==> config.mk <==
export PLATFORM = sky130hd
export DESIGN_NAME = gpio_input_conditioner_flat
export DESIGN_NICKNAME = d
export VERILOG_FILES = /design/src/rtl/gpio_input_conditioner_if.sv /design/src/rtl/gpio_input_conditioner.sv /design/src/flat_wrapper.sv
export SDC_FILE = /design/constraint.sdc
export NUM_CORES = 1
export LEC_CHECK = 0
export ABC_CLOCK_PERIOD_IN_PS = 10600
export CAP_MARGIN = 20
export CORE_ASPECT_RATIO = 1.25
export CORE_MARGIN = 2
export CORE_UTILIZATION = 40
export DETAILED_ROUTE_END_ITERATION = 8
export SKIP_CTS_REPAIR_TIMING = 1
export SLEW_MARGIN = 20
export SYNTH_ARGS = -nofsm -noshare
export SYNTH_HDL_FRONTEND = slang
export SYNTH_SLANG_ARGS = --single-unit
export TNS_END_PERCENT = 50
==> constraint.sdc <==
create_clock -name clk -period 10.6 [get_ports clk]
set_input_delay 1.06 -clock clk [delete_from_list [all_inputs] [get_ports clk]]
set_output_delay 1.06 -clock clk [all_outputs]
set_load 0.05 [all_outputs]
==> src/rtl/gpio_input_conditioner_if.sv <==
// Avalon-MM slave bus carrying the divider/threshold/status register accesses
// of the GPIO input conditioner.
interface gpio_input_conditioner_if;
  logic [1:0]  address;
  logic        chipselect;
  logic        read;
  logic        write;
  logic [31:0] writedata;
  logic [31:0] readdata;

  modport master (
    output address, chipselect, read, write, writedata,
    input  readdata
  );

  modport slave (
    input  address, chipselect, read, write, writedata,
    output readdata
  );
endinterface

==> src/rtl/gpio_input_conditioner.sv <==
// GPIO input conditioner: per-bit synchronizer, tick-based debouncer and
// registered rise/fall pulse generator, configured over an Avalon-MM slave.
module gpio_input_conditioner #(
  parameter int          DW          = 31,
  parameter int          SYNC_STAGES = 2,
  parameter logic [15:0] DEFAULT_DIV = 16'd50000,
  parameter logic [3:0]  DEFAULT_THR = 4'd4
) (
  input  logic                     clk,
  input  logic                     reset,
  input  logic [DW:0]              raw_in,
  gpio_input_conditioner_if.slave  bus,
  output logic [DW:0]              clean_out,
  output logic [DW:0]              rise_pulse,
  output logic [DW:0]              fall_pulse
);

  typedef enum logic [1:0] {
    ADDR_DIV   = 2'd0,
    ADDR_THR   = 2'd1,
    ADDR_SYNC  = 2'd2,
    ADDR_CLEAN = 2'd3
  } reg_addr_e;

  logic [SYNC_STAGES-1:0][DW:0] sync_q;
  logic [DW:0]                  sync;

  logic [15:0]        div_q, div_d;
  logic [3:0]         thr_q, thr_d;
  logic [15:0]        pcnt_q, pcnt_d;
  logic [DW:0][3:0]   cnt_q, cnt_d;
  logic [DW:0]        clean_q, clean_d;
  logic [DW:0]        rise_q, rise_d;
  logic [DW:0]        fall_q, fall_d;
  logic [31:0]        readdata_q, readdata_d;
  logic [31:0]        rd_sel;

  logic wr_en;
  logic div_wr;
  logic thr_wr;
  logic tick;
  logic tick_eff;
  logic unused_bus;

  assign sync = sync_q[SYNC_STAGES-1];

  // NOTE: sequential state uses non-blocking assignments only, so every flop
  // samples the pre-edge value of every other flop regardless of block order.
  always_ff @(posedge clk or posedge reset) begin
    if (reset) begin
      sync_q <= '0;
    end else begin
      sync_q <= {sync_q[SYNC_STAGES-2:0], raw_in};
    end
  end

  assign wr_en    = bus.chipselect & bus.write;
  assign div_wr   = wr_en && (reg_addr_e'(bus.address) == ADDR_DIV);
  assign thr_wr   = wr_en && (reg_addr_e'(bus.address) == ADDR_THR);

  // DIV of 0 or 1 both mean "every cycle"; a config write swallows the tick.
  assign tick     = (div_q <= 16'd1) || (pcnt_q == div_q - 16'd1);
  assign tick_eff = tick & ~(div_wr | thr_wr);

  assign div_d  = div_wr ? bus.writedata[15:0] : div_q;
  assign thr_d  = thr_wr ? bus.writedata[3:0]  : thr_q;

  always_comb begin
    pcnt_d = pcnt_q + 16'd1;
    if (div_wr || tick) begin
      pcnt_d = '0;
    end
  end

  // NOTE: every always_comb output gets a default before any branch, so no
  // path leaves a variable unassigned and no latch is inferred.
  always_comb begin
    cnt_d   = cnt_q;
    clean_d = clean_q;
    for (int i = 0; i <= DW; i++) begin
      if (thr_wr) begin
        cnt_d[i] = '0;
      end else if (thr_q == 4'd0) begin
        cnt_d[i]   = '0;
        clean_d[i] = sync[i];
      end else if (sync[i] == clean_q[i]) begin
        cnt_d[i] = '0;
      end else if (tick_eff) begin
        if (cnt_q[i] + 4'd1 == thr_q) begin
          cnt_d[i]   = '0;
          clean_d[i] = ~clean_q[i];
        end else begin
          cnt_d[i] = cnt_q[i] + 4'd1;
        end
      end
    end
  end

  assign rise_d = clean_d & ~clean_q;
  assign fall_d = ~clean_d & clean_q;

  always_comb begin
    rd_sel = '0;
    unique case (reg_addr_e'(bus.address))
      ADDR_DIV:   rd_sel[15:0] = div_q;
      ADDR_THR:   rd_sel[3:0]  = thr_q;
      ADDR_SYNC:  rd_sel[DW:0] = sync;
      ADDR_CLEAN: rd_sel[DW:0] = clean_q;
    endcase
  end

  assign readdata_d = bus.chipselect ? rd_sel : readdata_q;

  // NOTE: the per-bit counter array is ordinary flops, not a RAM, so it is
  // reset alongside the rest of the state.
  always_ff @(posedge clk or posedge reset) begin
    if (reset) begin
      div_q      <= DEFAULT_DIV;
      thr_q      <= DEFAULT_THR;
      pcnt_q     <= '0;
      cnt_q      <= '0;
      clean_q    <= '0;
      rise_q     <= '0;
      fall_q     <= '0;
      readdata_q <= '0;
    end else begin
      div_q      <= div_d;
      thr_q      <= thr_d;
      pcnt_q     <= pcnt_d;
      cnt_q      <= cnt_d;
      clean_q    <= clean_d;
      rise_q     <= rise_d;
      fall_q     <= fall_d;
      readdata_q <= readdata_d;
    end
  end

  assign clean_out    = clean_q;
  assign rise_pulse   = rise_q;
  assign fall_pulse   = fall_q;
  assign bus.readdata = readdata_q;

  // Reads act on chipselect alone; read strobe and high write bits are unused.
  assign unused_bus = ^{bus.read, bus.writedata[31:16]};

endmodule

==> src/flat_wrapper.sv <==
// flat-port wrapper written by rule: the top's interface ports become plain ports
module gpio_input_conditioner_flat 
#(
  parameter int          DW          = 31,
  parameter int          SYNC_STAGES = 2,
  parameter logic [15:0] DEFAULT_DIV = 16'd50000,
  parameter logic [3:0]  DEFAULT_THR = 4'd4
)
  (clk, reset, raw_in, clean_out, rise_pulse, fall_pulse, bus_address, bus_chipselect, bus_read, bus_write, bus_writedata, bus_readdata);
  gpio_input_conditioner_if bus_i ();
  input  logic clk;
  input  logic reset;
  input  logic [DW:0] raw_in;
  output logic [DW:0] clean_out;
  output logic [DW:0] rise_pulse;
  output logic [DW:0] fall_pulse;
  input wire logic [$bits(bus_i.address)-1:0] bus_address;
  input wire logic [$bits(bus_i.chipselect)-1:0] bus_chipselect;
  input wire logic [$bits(bus_i.read)-1:0] bus_read;
  input wire logic [$bits(bus_i.write)-1:0] bus_write;
  input wire logic [$bits(bus_i.writedata)-1:0] bus_writedata;
  output wire logic [$bits(bus_i.readdata)-1:0] bus_readdata;
  assign bus_i.address = bus_address;
  assign bus_i.chipselect = bus_chipselect;
  assign bus_i.read = bus_read;
  assign bus_i.write = bus_write;
  assign bus_i.writedata = bus_writedata;
  assign bus_readdata = bus_i.readdata;
  gpio_input_conditioner #(.DW(DW), .SYNC_STAGES(SYNC_STAGES), .DEFAULT_DIV(DEFAULT_DIV), .DEFAULT_THR(DEFAULT_THR)) u_core (.clk(clk), .reset(reset), .raw_in(raw_in), .bus(bus_i), .clean_out(clean_out), .rise_pulse(rise_pulse), .fall_pulse(fall_pulse));
endmodule
* Yosys cells after proc, flatten, opt, wreduce, memory -nomap -nowiden
Cells that the tools add are included. W data, S select, Z words.
Operators by class: $add $sub $neg 34, $lt $le $gt $ge 1, equality and inequality tests 68, multiplexer cells 324, bitwise gates (word level) 40, reductions and logical operators 38
Operators by type and width (number):
- $mux W4 | 160
- $mux W1 | 160
- $add A4 B1 Y4 const B | 32
- $eq A4 B4 Y1 | 32
- $reduce_bool A4 Y1 | 32
- $and A32 B32 Y32 | 2
- $not A32 Y32 | 2
- $pmux W12 S3 | 1
- $not A1 Y1 | 33
- $eq A1 B1 Y1 | 32
- $pmux W16 S2 | 1
- $add A16 B1 Y16 const B | 1
- $eq A16 B16 Y1 | 1
- $le A16 B1 Y1 const B | 1
- $mux W16 | 1
- $pmux W4 S4 | 1
- $sub A16 B1 Y16 const B | 1
- $eq A2 B2 Y1 const B | 2
- $logic_not A4 Y1 | 1
- $and A1 B1 Y1 | 2
- $eq A2 B1 Y1 const B | 1
- $logic_and A1 B1 Y1 | 2
- $logic_not A2 Y1 | 1
- $logic_or A1 B1 Y1 | 2
- $or A1 B1 Y1 | 1
Word-level totals: register bits 356, output and inout bits 128, logic and storage cells 546

* Depth between registers and ports, before layout
Gate-level depths: netlist of run 1.
word-level depth 11, mapped depth 14, gate-level depth less buffers 10

* Worst setup path after synthesis of run 1
OpenSTA, ideal clock, no wires.
path type register -> register, from reg u_core.div_q[0], to reg u_core.cnt_q[109] in the netlist's numbering, library setup time 0.079 ns, arrival time 2.844 ns, data required time 10.521 ns, setup slack 7.677 ns, stages on the path, launching flop included 15, buffers on the path 4, period minus slack after synthesis 2.923 ns, cells stage by stage dfrtp_1 -> inv_1 -> ha_1 -> nor3b_2 -> nand2_1 -> a2111oi_2 -> o21ai_1 -> nor4_1 -> a41o_1 -> buf_4 -> and2_1 -> buf_6 -> buf_8 -> buf_8 -> mux2i_1
On the way: longest elaborated chain between the ends 5
RTL lines:
- from (decl) | RTL line gpio_input_conditioner.sv:28 | logic [15:0] div_q, div_d;
- from (signal assigned) | RTL line gpio_input_conditioner.sv:127 | div_q <= div_d;
- $sub A16 B1 Y16 | RTL line gpio_input_conditioner.sv:62 | assign tick = (div_q <= 16'd1) || (pcnt_q == div_q - 16'd1);
- $eq A16 B16 Y1 | RTL line gpio_input_conditioner.sv:62
- $logic_or A1 B1 Y1 * | RTL line gpio_input_conditioner.sv:62
- $and A1 B1 Y1 * | RTL line gpio_input_conditioner.sv:63 | assign tick_eff = tick & ~(div_wr | thr_wr);
- $reduce_bool A4 Y1 (no line) *
- to (signal assigned) | RTL line gpio_input_conditioner.sv:130 | cnt_q <= cnt_d;
- to (decl) | RTL line gpio_input_conditioner.sv:31 | logic [DW:0][3:0] cnt_q, cnt_d;
Mark *: on every way between the ends. The rest lies on a longest branch, timed or not. A chain may end at the register's enable or synchronous reset.

* Final worst setup path of run 1
from reg u_core.div_q[0], to reg u_core.cnt_q[83] in the netlist's numbering
Same word-level chain as after synthesis.

==> results by group, run 1 <==
Clock tree
  • CTS Root Cell: sky130_fd_sc_hd__clkbuf_16
  • H-tree level count: 2
  • Clock buffer count from CTS: 39
  • Number of sinks driven by the clock tree: ~360
  • Clock tree from TritonCTS: done
  • Source-to-sink clock delay at the later pin of the worst-skew pair: about 0.54 ns
  • Post-CTS clock slew at the launch and capture registers of the worst setup and hold paths: approximately 0.06 ns
  • CTS Buffer Depth: 3

Synthesis
  • Synth area leader: sky130_fd_sc_hd__dfrtp_1
  • Net count of the mapped netlist: 1845
  • Top post-synthesis cells by count: sky130_fd_sc_hd__dfrtp_1 (349), sky130_fd_sc_hd__nand2_1 (175), sky130_fd_sc_hd__nand3_1 (145)
  • Number of synthesis warnings: 0
  • Netlist area before placement: roughly 18000 µm²
  • Synth top area cells: sky130_fd_sc_hd__dfrtp_1 (48%), sky130_fd_sc_hd__xnor2_1 (6.8%), sky130_fd_sc_hd__nand2b_1 (4.5%), sky130_fd_sc_hd__mux2i_1 (4.5%), sky130_fd_sc_hd__nand3_1 (4.0%)
  • Share of flip-flops with an asynchronous set or reset after synthesis: 100%
  • Portion of the post-synthesis area used by sequential elements: between 40 and 50%
  • Number of unique standard cell types used by synthesis: 52
  • Number of synthesized register bits: between 300 and 400
  • Synthesized area per cell: approximately 10 µm²
  • Number of enable flip-flop cells after synthesis: 0
  • Dominant synthesized flop cell: sky130_fd_sc_hd__dfrtp_1
  • Most repeated cell in the gate-level netlist after synthesis: sky130_fd_sc_hd__dfrtp_1
  • Mapped Cells: 1739
  • Top cell type's share of synthesized area: around half

Critical path
  • List of cells traversed by the critical path: inv_1, ha_1, nor3b_2, nand2_1, a2111oi_2, o21ai_1, nor4_1, a41o_4, and2_4, buf_4, mux2i_1
  • Crit-path max FO: 57
  • Buffers & Inverters on Critical Path: 2
  • Data required time at the worst endpoint: between 10 and 15 ns
  • Setup CP Type: reg -> reg
  • Slowest stage cell on the critical path: sky130_fd_sc_hd__buf_4
  • Arr. time, crit path: roughly 5.2 ns
  • Launching element type of the critical path: flip-flop
  • Family with the most delay on the worst path: simple AND/OR/NAND/NOR gates
  • Crit end category: flip-flop
  • Worst stage delay on the critical path: slightly above 0.8 ns

Worst hold path
  • Kind of path behind the tightest hold check: reg -> reg

Final layout
  • Layout area overhead: 20.2%
  • Final net count: between 2000 and 2500
  • Fill count: about 4200
  • Count of inserted antenna diode cells: 0
  • Fraction of final layout cells sized beyond drive strength 1: under 10%

Power and ir drop
  • Combinational group share of total power: a little under a third
  • Cell internal pwr: approximately 2.8 mW
  • Power density over the cells: between 200 and 250 nW/µm²
  • Standby leakage power: slightly above 9 nW
  • Power spent charging and discharging nets: about 1.6 mW
  • Clock network fraction of total power: a little under a third
  • Switching power share of the total: between 30% and 40%
  • Sum of internal, switching and leakage power: ~4.4 mW
  • VDD IR-drop max: between 100 and 150 µV
  • Sequential share of power: a little under two fifths

Timing
  • Setup repair after global routing missed its margin: no
  • Setup TNS after final layout: 0 ns
  • Slew HR: 27.2%
  • Final clock period utilization by the worst path: between 40 and 50%
  • Final WS setup: approximately 5.9 ns
  • Final Critical Period: about 4.7 ns
  • Final hold violation count: 0
  • Slew @ Worst Pin: between 1 and 1.5 ns
  • Clock skew after layout: roughly 0.023 ns
  • Maximum achievable frequency: between 200 and 250 MHz
  • Number of pins with negative max-slew slack in the final report: 0
  • Final setup viols: 0

GRT
  • Global-route wire length before repair: ~73000 µm
  • Initial antenna violation count: 0
  • Number of global-route vias before repair: 13700
  • Aggregate global-route resource usage: a little under a fifth
  • Largest net degree at the start of global routing: 80
  • Final global-route overflow total: 0

Floorplanning
  • Die footprint: roughly 47000 µm²
  • Area of the core: around 45000 µm²
  • Std-Cell Rows: 87
  • Die boundary width: approximately 190 µm
  • Die height: approximately 240 µm
  • I/O pin count: 199
  • Starting density of the core: between 40 and 50%

Placement
  • DP Wirelength: around 28000 µm
  • Routability congestion estimate: just under 0.8
  • Number of buffers inserted by port buffering: about 180
  • Worst slack at placement: about 6 ns

Detailed routing
  • Post-detailed-route via-to-cell ratio: ~5.3
  • Final Routed Wirelength: 44600 µm
  • Via count: 13400
  • Count of routing violations after the opening detailed-route iteration: 607
  • DRC violation count after routing: 0
  • Detailed Routing Iterations Pass 1: 5
  • Post-DR wirelength/cell: 17.8 µm
  • Number of nets with antenna violations after routing: 0

Outcome
  • Status: finished, final reports clean

Run
  • Number of max-cap violations: 0
-- final timing paths --
check	start	endpoint	slack, ns	cells past startpoint
setup / recovery	u_core.div_q[0]	u_core.cnt_q[83]	5.86	11
hold reg to reg	u_core.sync_q[17]	u_core.sync[17]	0.35	0
min in group asynchronous	reset	u_core.div_q[1]	0.86	2
setup reg to reg	u_core.div_q[0]	u_core.cnt_q[83]	5.86	11
hold / removal	u_core.sync_q[17]	u_core.sync[17]	0.35	0
max in group asynchronous	reset	u_core.sync[18]	7.62	4
-- worst reg2reg max path, cell delays in order (launching register included) --
cell and delay [ns]:
sky130_fd_sc_hd__dfrtp_1 0.48, sky130_fd_sc_hd__inv_1 0.12, sky130_fd_sc_hd__ha_1 0.22, sky130_fd_sc_hd__nor3b_2 0.50, sky130_fd_sc_hd__nand2_1 0.20, sky130_fd_sc_hd__a2111oi_2 0.34, sky130_fd_sc_hd__o21ai_1 0.12, sky130_fd_sc_hd__nor4_1 0.37
sky130_fd_sc_hd__a41o_4 0.47, sky130_fd_sc_hd__and2_4 0.67, sky130_fd_sc_hd__buf_4 0.84, sky130_fd_sc_hd__mux2i_1 0.32
-- cell families after synthesis --
kind of cell / share of synthesized area (%)
buffers and inverters: 2.63
AO/OA/AOI/OAI: 6.83
adder cells (fa/ha/maj): 2.42
multiplexers: 8.97
XOR/XNOR: 10.8
flip-flops: 49.3
AND/OR/NAND/NOR: 19.0
-- metal layers --
layer	global-route usage, %	part of all wire (%)
met1	24.3	43
met2	33.2	51
met3	3.07	3.8
met4	5.68	2.4
met5	0	0
-- area by class of cell --
cell class | count | area [µm²] | share of cell area [%]
timing repair buffer | 199 | 1960 | 9.04
sequential | 356 | 8920 | 41.1
inverter | 23 | 90.1 | 0.415
clock buffer | 48 | 1060 | 4.88
multi-input combinational | 1280 | 8710 | 40.1
clock inverter | 22 | 250 | 1.15
tap | 578 | 723 | 3.33
-- sequential cells by signal, summed over array words and instances, names as in the netlist --
register             cells
u_core.bus.readdata     32
u_core.clean_out        32
u_core.cnt_q           128
u_core.div_q            16
u_core.fall_pulse       32
u_core.pcnt_q           16
u_core.rise_pulse       32
u_core.sync             32
u_core.sync_q           32
u_core.thr_q             4
-- placed cells by master (no fill, tap or decap), drive strengths merged, types with 48 or more instances in the layout --
master	synthesis	layout
clkbuf	44	48
clkdlybuf4s50	0	179
dfrtp	349	349
mux2	64	64
mux2i	81	81
nand2	175	175
nand2b	130	130
nand3	145	145
nor2	105	105
o22ai	80	80
xnor2	141	141
xor2	81	81
-- stage by stage --
stage	utilization, %	instances	hold WS [ns]	cell area (µm²)
2_1_floorplan	-	1739	0.331	18100
3_3_place_gp	45.4	2435	0.332	20400
3_5_place_dp	45.4	2435	0.336	20400
4_1_cts	48.4	2505	0.348	21700
5_1_grt	48.4	2506	0.353	21700
6_report	48.4	2506	0.346	21700
-- power groups by stage --
| stage | Combinational [mW] | Clock (mW) | Sequential [mW] |
|---|---|---|---|
| after floorplan | 0.646 | 0 | 1.95 |
| after global placement | 1.35 | 0 | 1.67 |
| after detailed placement | 1.36 | 0 | 1.67 |
| after CTS | 1.37 | 1.43 | 1.65 |
| after global routing | 1.47 | 1.49 | 1.67 |
| final | 1.36 | 1.39 | 1.65 |
No activity file was read; power rests on OpenSTA's default activity.
==> inputs of run 2 (changes only) <==
--- a/config.mk
+++ b/config.mk
@@ -5,7 +5,7 @@
 export SDC_FILE = /design/constraint.sdc
 export NUM_CORES = 1
 export LEC_CHECK = 0
-export ABC_CLOCK_PERIOD_IN_PS = 10600
+export ABC_CLOCK_PERIOD_IN_PS = 3900
 export CAP_MARGIN = 20
 export CORE_ASPECT_RATIO = 1.25
 export CORE_MARGIN = 2
==> constraint.sdc (replaced) <==
create_clock -name clk -period 3.9 [get_ports clk]
set_input_delay 0.39 -clock clk [delete_from_list [all_inputs] [get_ports clk]]
set_output_delay 0.39 -clock clk [all_outputs]
set_load 0.05 [all_outputs]
==> run 2 against run 1 <==
  * Fmax grew 37%
  * Total power grew to 2.7 times the previous value
  * Hold slack lost 0.083 ns
  * Cell area increased by 0.86%
  * Final cell count is 0.40% higher
  * Via count increased by 0.66%
  * First-iteration DRC count is 2.1% higher
  * Die area unchanged
==> results by group, run 2 (synthesized netlist as in run 1, its figures left out) <==
Outcome
  • Status: finished, final reports clean

Final layout
  • Count of inserted antenna diode cells: 0
  • Most used cells in the layout excluding fill and tap cells: sky130_fd_sc_hd__dfrtp_1 (346), sky130_fd_sc_hd__clkdlybuf4s50_1 (179), sky130_fd_sc_hd__nand2_1 (174), sky130_fd_sc_hd__nand3_1 (145), sky130_fd_sc_hd__xnor2_1 (141)
  • Fraction of final layout cells sized beyond drive strength 1: 9.44%
  • Final net count: roughly 2000
  • Post-route cell area: 21900 µm²
  • Top reg by flops: u_core.cnt_q
  • Max reg flops: ~130
  • Commonest non-fill, non-tap cell in the layout: sky130_fd_sc_hd__dfrtp_1
  • Layout area overhead: 21.2%
  • Fill count: ~4000

GRT
  • Aggregate global-route resource usage: between 15 and 20%
  • GRT Max-Usage Layer: met2
  • Met3 Usage GRT: under 10%
  • Final global-route overflow total: 0
  • Largest net degree at the start of global routing: between 100 and 150
  • Met1 usage in global routing: about 24%
  • Initial antenna violation count: 1
  • Number of global-route vias before repair: between 10000 and 15000
  • Met2 capacity usage during global routing: around a third
  • Global-route wire length before repair: roughly 74000 µm

Placement
  • Number of buffers inserted by port buffering: between 150 and 200
  • Routability congestion estimate: 0.826
  • Cell Area, Placed: between 20000 and 25000 µm²
  • DP Wirelength: just under 30000 µm
  • Worst slack at placement: 0.455 ns

Clock tree
  • H-tree level count: 2
  • Number of sinks driven by the clock tree: ~360
  • Source-to-sink clock delay at the later pin of the worst-skew pair: about 0.55 ns
  • CTS Root Cell: sky130_fd_sc_hd__clkbuf_16
  • Clock buffer count from CTS: 38
  • Clock tree from TritonCTS: done
  • CTS Buffer Depth: 3
  • Post-CTS clock slew at the launch and capture registers of the worst setup and hold paths: around 0.070 ns

Floorplanning
  • Starting density of the core: around two fifths
  • Die boundary width: between 150 and 200 µm
  • Die footprint: 46900 µm²
  • Die height: approximately 240 µm
  • Area of the core: ~45000 µm²
  • I/O pin count: ~200
  • Std-Cell Rows: 87

Detailed routing
  • Final Routed Wirelength: approximately 45000 µm
  • Detailed Routing Iterations Pass 1: 6
  • Post-DR wirelength/cell: 18.0 µm
  • Post-detailed-route via-to-cell ratio: roughly 5.4
  • Count of routing violations after the opening detailed-route iteration: a little over 600
  • Number of nets with antenna violations after routing: 0
  • DRC violation count after routing: 0
  • Via count: 13500

Timing
  • Slew @ Worst Pin: ~0.95 ns
  • Maximum achievable frequency: approximately 290 MHz
  • Setup TNS after final layout: 0 ns
  • Final WS setup: between 0.4 and 0.5 ns
  • Number of pins with negative max-slew slack in the final report: 0
  • Slew HR: ~36%
  • Clock skew after layout: 0.0193 ns
  • Final clock period utilization by the worst path: between 80% and 90%
  • Final hold violation count: 0
  • Final setup viols: 0
  • Setup repair after global routing missed its margin: no
  • Final Critical Period: between 3 and 4 ns

Critical path
  • Crit-path max FO: 31
  • Launching element type of the critical path: flip-flop
  • Setup CP Type: reg -> reg
  • Arr. time, crit path: about 3.9 ns
  • Worst stage delay on the critical path: between 0.4 and 0.5 ns
  • Data required time at the worst endpoint: about 4.4 ns
  • Slowest stage cell on the critical path: sky130_fd_sc_hd__dfrtp_1
  • List of cells traversed by the critical path: inv_1, ha_1, nor3b_2, a21oi_1, a2111oi_2, o21ai_1, nor4_1, a41o_4, and2_4, buf_12, mux2i_1
  • Crit end category: flip-flop

Power and ir drop
  • Standby leakage power: ~9.3 nW
  • Power density over the cells: ~550 nW/µm²
  • VDD IR-drop max: 332 µV
  • Sum of internal, switching and leakage power: 12.0 mW

Run
  • Number of max-cap violations: 0

Worst hold path
  • Kind of path behind the tightest hold check: in -> async
==> run 2: area by class of cell <==
class	count	area (µm²)	area share [%]
clock buffers	52	1060	4.86
clock inverters	17	251	1.15
inverters	23	90.1	0.411
multi-input cells	1280	8710	39.8
flip-flops and latches	356	8920	40.7
well taps	578	723	3.30
repair buffers	210	2140	9.79
==> run 2: worst paths after layout <==
check	depth (start not counted)	start	slack [ns]	to
max	11	u_core.div_q[0]	0.44	u_core.cnt_q[35]
max reg2reg	11	u_core.div_q[0]	0.44	u_core.cnt_q[35]
min	2	reset	0.26	u_core.sync_q[4]
min in group clk	1	raw_in[30]	0.28	u_core.sync_q[30]
max in group asynchronous	4	reset	2.46	u_core.sync_q[31]
min reg2reg	0	u_core.sync_q[18]	0.34	u_core.sync[18]
==> run 2: stage by stage <==
stage,instances,hold WS (ns),utilization (%)
floorplan,1739,0.331,-
global placement,2447,0.332,45.9
detailed placement,2447,0.335,45.9
CTS,2516,0.265,48.9
global route,2516,0.277,48.9
finish,2516,0.263,48.9
==> run 2: where the power goes <==
part           internal (mW)  leakage, nW  switching, mW  total, mW
registers               4.07         4.64          0.422       4.49
clock network           2.32        0.642           1.53       3.85
logic                   1.31         4.00           2.40       3.71
==> run 2: layer usage <==
layer / vias up / part of all wire [%]
met4: 2 / 2.2
met2: 210 / 50
met3: 68 / 3.5
met5: - / 0.027
met1: 6771 / 44
li1: 6420 / -
==> run 2: critical path: cells and delay by family, from the launching register on <==
family | cells | cell delay (ns)
adder cells (fa/ha/maj) | 1 | 0.21
AO/OA/AOI/OAI | 4 | 0.95
flip-flops | 1 | 0.47
buffers and inverters | 2 | 0.41
AND/OR/NAND/NOR | 3 | 1.09
multiplexers | 1 | 0.22
